$ cat config.mk
export PLATFORM = sky130hd
export DESIGN_NAME = uart_tx_arbiter
export DESIGN_NICKNAME = d
export VERILOG_FILES = /design/src/rtl/jsilicon_pkg.sv /design/src/rtl/rr_arbiter.sv /design/src/rtl/uart_tx_arbiter.sv
export SDC_FILE = /design/constraint.sdc
export NUM_CORES = 1
export LEC_CHECK = 0
export BUFFER_PORTS_ARGS = -buffer_cell sky130_fd_sc_hd__buf_2
export CORE_UTILIZATION = 46
export DETAILED_ROUTE_END_ITERATION = 6
export MAX_ROUTING_LAYER = met4
export PLACE_DENSITY = 0.83
export SYNTH_ARGS = -nofsm -noshare
export SYNTH_HDL_FRONTEND = slang
export SYNTH_HIERARCHICAL = 1
export SYNTH_SLANG_ARGS = --single-unit
$ cat constraint.sdc
create_clock -name clock -period 1.5 [get_ports clock]
set_input_delay 0.075 -clock clock [delete_from_list [all_inputs] [get_ports clock]]
set_output_delay 0.075 -clock clock [all_outputs]
set_load 0.02 [all_outputs]
$ cat src/rtl/jsilicon_pkg.sv
// Shared definitions for the UART transmit arbiter: FSM states, the default
// requester count and byte-select helpers.
package jsilicon_pkg;

    typedef enum logic [2:0] {
        IDLE    = 3'd0,
        SEND_LO = 3'd1,
        WAIT_LO = 3'd2,
        SEND_HI = 3'd3,
        WAIT_HI = 3'd4
    } state_t;

    localparam int NUM_REQ_DEFAULT = 2;

    localparam logic BYTE_LO = 1'b0;
    localparam logic BYTE_HI = 1'b1;

    function automatic logic [7:0] selectByte(input logic [15:0] word, input logic hi);
        return hi ? word[15:8] : word[7:0];
    endfunction

endpackage

$ cat src/rtl/rr_arbiter.sv
// Combinational round-robin picker: the first set valid bit found searching
// upward from i_ptr, wrapping modulo NUM_REQ.
module rr_arbiter
    import jsilicon_pkg::*;
#(
    parameter int NUM_REQ = NUM_REQ_DEFAULT
) (
    input  logic [NUM_REQ-1:0] i_valid,
    input  logic [1:0]         i_ptr,
    output logic [NUM_REQ-1:0] o_grant,
    output logic [1:0]         o_index,
    output logic               o_any
);

    logic [2:0] w_sum;

    // Scan from the farthest candidate back to ptr so the nearest valid one wins
    always_comb begin
        o_grant = '0;
        o_index = 2'd0;
        o_any   = 1'b0;
        w_sum   = 3'd0;
        for (int k = NUM_REQ - 1; k >= 0; k--) begin
            w_sum = {1'b0, i_ptr} + 3'(k);
            if (w_sum >= 3'(NUM_REQ)) begin
                w_sum = w_sum - 3'(NUM_REQ);
            end
            if (|(i_valid & (NUM_REQ'(1) << w_sum))) begin
                o_grant = NUM_REQ'(1) << w_sum;
                o_index = w_sum[1:0];
                o_any   = 1'b1;
            end
        end
    end

endmodule

$ cat src/rtl/uart_tx_arbiter.sv
// Arbitrates several 16-bit result words onto one byte-wide UART transmitter,
// sending the low byte and, for wide requests, the high byte afterwards.
module uart_tx_arbiter
    import jsilicon_pkg::*;
#(
    parameter int NUM_REQ = NUM_REQ_DEFAULT
) (
    input  logic                   clock,
    input  logic                   reset,
    input  logic [NUM_REQ-1:0]     req_valid,
    input  logic [16*NUM_REQ-1:0]  req_data,
    input  logic [NUM_REQ-1:0]     req_wide,
    output logic [NUM_REQ-1:0]     req_ready,
    output logic [7:0]             uart_data,
    output logic                   uart_start,
    input  logic                   uart_busy,
    output logic [1:0]             grant_id,
    output logic                   active
);

    state_t       r_state;
    state_t       w_next;
    logic [1:0]   r_ptr;
    logic [15:0]  r_word;
    logic         r_wide;
    logic [1:0]   r_grantId;
    logic [7:0]   r_lastByte;
    logic         r_waitFirst;

    logic [NUM_REQ-1:0] w_grant;
    logic [1:0]         w_index;
    logic               w_any;
    logic               w_accept;
    logic               w_start;
    logic [7:0]         w_byte;
    logic [15:0]        w_word;
    logic [2:0]         w_ptrSum;

    rr_arbiter #(.NUM_REQ(NUM_REQ)) u_rr (
        .i_valid (req_valid),
        .i_ptr   (r_ptr),
        .o_grant (w_grant),
        .o_index (w_index),
        .o_any   (w_any)
    );

    assign w_accept = (r_state == IDLE) && w_any && !reset;
    assign w_word   = 16'(req_data >> {w_index, 4'b0000});
    assign w_ptrSum = {1'b0, w_index} + 3'd1;

    // Frame sequencing; reset suppresses the start strobe so an abandoned frame never emits a byte
    always_comb begin
        w_next  = r_state;
        w_start = 1'b0;
        w_byte  = selectByte(r_word, BYTE_LO);
        case (r_state)
            IDLE: begin
                if (w_any) w_next = SEND_LO;
            end
            SEND_LO: begin
                if (!uart_busy) begin
                    w_start = 1'b1;
                    w_next  = WAIT_LO;
                end
            end
            WAIT_LO: begin
                if (!r_waitFirst && !uart_busy) w_next = r_wide ? SEND_HI : IDLE;
            end
            SEND_HI: begin
                w_byte = selectByte(r_word, BYTE_HI);
                if (!uart_busy) begin
                    w_start = 1'b1;
                    w_next  = WAIT_HI;
                end
            end
            WAIT_HI: begin
                if (!r_waitFirst && !uart_busy) w_next = IDLE;
            end
            default: w_next = IDLE;
        endcase
        if (reset) w_start = 1'b0;
    end

    always_ff @(posedge clock) begin
        if (reset) begin
            r_state     <= IDLE;
            r_ptr       <= 2'd0;
            r_word      <= 16'h0000;
            r_wide      <= 1'b0;
            r_grantId   <= 2'd0;
            r_lastByte  <= 8'h00;
            r_waitFirst <= 1'b0;
        end else begin
            r_state     <= w_next;
            r_waitFirst <= w_start;
            if (w_accept) begin
                r_word    <= w_word;
                r_wide    <= |(req_wide & w_grant);
                r_grantId <= w_index;
                r_ptr     <= (w_ptrSum >= 3'(NUM_REQ)) ? 2'd0 : w_ptrSum[1:0];
            end
            if (w_start) r_lastByte <= w_byte;
        end
    end

    assign req_ready  = w_accept ? w_grant : '0;
    assign uart_start = w_start;
    assign uart_data  = w_start ? w_byte : r_lastByte;
    assign grant_id   = r_grantId;
    assign active     = (r_state != IDLE);

endmodule

==> impl_metrics.py <==
metrics = {
    "floorplanning": {
        "die_w_um": 63.97,
        "pin_count": 53,
        "initial_utilization": 0.4826,
        "row_count": 22,
        "core-area_sq_mm": 0.003661,
        "dieArea_sq_mm": 0.004092,
        "die_h_um": 63.97,
    },
    "placement": {
        "io_buffers": 52,
        "placed_cells": 298,
        "gpl.final_weighted_congestion": 0.7807,
        "pre_cts_slack_ns": -0.1007,
        "dp_hpwl_um": 2800,
    },
    "grt": {
        "grt_usage": 0.2297,
        "grt_max_degree": 37,
        "antenna_found_initial": 0,
        "grt_pass1_vias": 1504,
        "overflow": 0,
        "grt_pass1_wl_um": 6879,
    },
    "synthesis": {
        "synthFlopType": "dfxtp_1",
        "synth.avg_cell_area_sq_um": 8.790,
        "synth_warnings": 6,
        "synth_nets": 242,
        "ys_ff_latch": 33,
        "ys_seq_area_frac": 0.3739,
        "ys_async_sr_fraction": 0,
        "netlist_area_sq_mm": 0.001767,
        "syn_inst": 201,
        "ys_types": 37,
        "synth_edf_count": 0,
    },
    "hold_path": {
        "whs_path_depth": 3,
        "hold_class": "in -> reg",
        "min-delay-start": "req_wide[0]",
    },
    "timing": {
        "setup_slack_ns": -0.2713,
        "whs_ns": 0.02468,
        "fmax_mhz": 564.6,
        "rsz0062_at_grt": "yes",
        "hold_viol": 0,
        "maxSlewViolCount": 0,
        "min_period_ns": 1.771,
        "skew_ns": 0.009703,
        "min_period_over_period": 1.181,
        "setup_viol": 34,
    },
    "drt": {
        "drtIter0Drc": 120,
        "via_per_inst": 5.602,
        "routed_wl_um": 5784,
        "wl_per_cell_um": 17.69,
        "drt_first_pass_iters": 4,
        "drc": 0,
        "vias": 1832,
        "postRouteAntennaNets": 0,
    },
    "finish": {
        "syn2layout_area_growth_pct": 58.29,
        "n_antenna_cell": 0,
        "drive_gt1_frac": 0.5556,
        "multi_input_area_sq_mm": 0.001174,
        "final_cells": 327,
        "nNetsFinal": 319,
        "fin_util": 0.7638,
        "register_area_sq_um": 666.9,
        "fillers": 240,
    },
    "status": {
        "violations": "setup timing",
        "status": "complete, but fails checks",
    },
    "cts": {
        "htree_levels": 2,
        "insertion_delay_ns": 0.30,
        "cts_buffer_depth": 2,
        "ctsHoldBuffers": 0,
        "cts_tree": "done",
        "cts-root-buf": "clkbuf_8",
        "clk_transition_reported_paths_ns": 0.07,
        "cts_made_buffers": 5,
        "clock-sinks": 33,
    },
    "power": {
        "p_total_w": 0.002826,
        "ir_drop_uv": 620.6,
        "power.density_mw_per_mm2": 1010,
        "p_leak_nw": 1.184,
    },
    "setup_path": {
        "crit_chain": "buf_6 -> nand3b_1 -> buf_6 -> mux2i_2 -> a21oi_2 -> buf_4",
        "ff2ff_path_depth": 7,
        "cp.required_ns": 1.42,
        "path_class": "reg -> out",
        "cp.depth": 6,
        "crit_family": "buffers and inverters",
        "crit_arrival_ns": 1.70,
        "crit_start": "r_state[2]",
        "end_kind": "output port",
        "cp_common_cell": "buf_6",
        "startpoint_type": "flip-flop",
        "worstPathMaxFanout": 5,
        "slowest_stage": "dfxtp_2",
        "critPathBufInv": 3,
        "slowest_delay_ns": 0.33,
        "reg2reg_from": "r_ptr[1]",
    },
    "flow_run": {
        "drv_cap": 0,
    },
}
[metrics by stage]
| step | instance area, sq um | setup TNS, ns |
|---|---|---|
| after CTS | 2385 | -2.903 |
| after detailed placement | 2181 | -1.151 |
| after global placement | 2181 | -0.09006 |
| after floorplan | 1815 | -0.03768 |
| final | 2796 | -5.406 |
| after global routing | 2796 | -7.433 |
[flip-flops by register name (all words and copies together) (netlist names)]
signal / flops
r_word: 16
r_lastByte: 8
r_state: 3
grant_id: 2
r_ptr: 2
r_waitFirst: 1
r_wide: 1
[power by group]
group	switching [W]	internal, W
Combinational	0.000526	0.000536
Sequential	0.0000504	0.000948
Clock	0.000351	0.000415
[cells in the final DEF, fill, tap and decap left out, drive strengths merged, types with 4 or more instances in the layout]
master and instances:
nand2 10, and2 9, nor3 18, a21oi 32, buf 81, inv 4, dfxtp 33, nor2 25
clkbuf 14, mux2i 24
[cell usage after synthesis, types with 3 or more instances]
| library cell | count | share of area |
|---|---|---|
| buf_2 | 7 | 0.020 |
| clkbuf_1 | 6 | 0.013 |
| dfxtp_1 | 33 | 0.37 |
| a21oi_1 | 32 | 0.091 |
| nor2b_1 | 3 | 0.011 |
| mux2i_1 | 24 | 0.14 |
| nand2_1 | 10 | 0.021 |
| inv_1 | 4 | 0.0085 |
| nor2_1 | 25 | 0.053 |
| nor3_2 | 16 | 0.091 |
| and2_1 | 9 | 0.032 |
[worst min-delay path: stages]
cell and delay [ns]:
buf_2 0.09, nand2_1 0.05, a21oi_1 0.06
[path summary, 6_finish.rpt]
path	slack, ns	end
setup / recovery	-0.27	uart_data[6]
hold / removal	0.02	r_wide
setup reg to reg	-0.23	r_word[11]
hold reg to reg	0.47	grant_id[0]
[routing by layer]
metal,vias up,global-route usage,part of all wire
met1,865,0.2673,0.37
met2,97,0.3630,0.51
met3,22,0.06429,0.072
met4,0,0.1108,0.043
met5,-,-,0
li1,848,-,-
[kinds of logic (layout without fill, tap and decap cells)]
kind of cell             after synthesis  after routing  share of synthesized area
AND/OR/NAND/NOR                       75             75                     0.2670
AO/OA/AOI/OAI                         44             44                     0.1424
flip-flops                            33             33                     0.3739
multiplexers                          24             24                     0.1360
buffers and inverters                 22            100                    0.06444
adder cells (fa/ha/maj)                2              2                    0.01416
other                                  1              1                   0.002123
[area by class of cell]
class / instances / area share
Multi-Input combinational cell: 146 / 0.4197
Timing Repair Buffer: 88 / 0.2787
Sequential cell: 33 / 0.2385
Clock buffer: 7 / 0.03445
Tap cell: 48 / 0.02148
Inverter: 4 / 0.005369
Clock inverter: 1 / 0.001790
[timing repair]
item / in CTS / in global routing
gates resized for setup: 20 / 41
cloned: 0 / 9
setup endpoints to repair: 30 / 35
endpoints found under the hold margin: 0 / 0
buffers inserted: 5 / 7
pin swaps: 0 / 7
No activity file was read; power rests on OpenSTA's default activity.
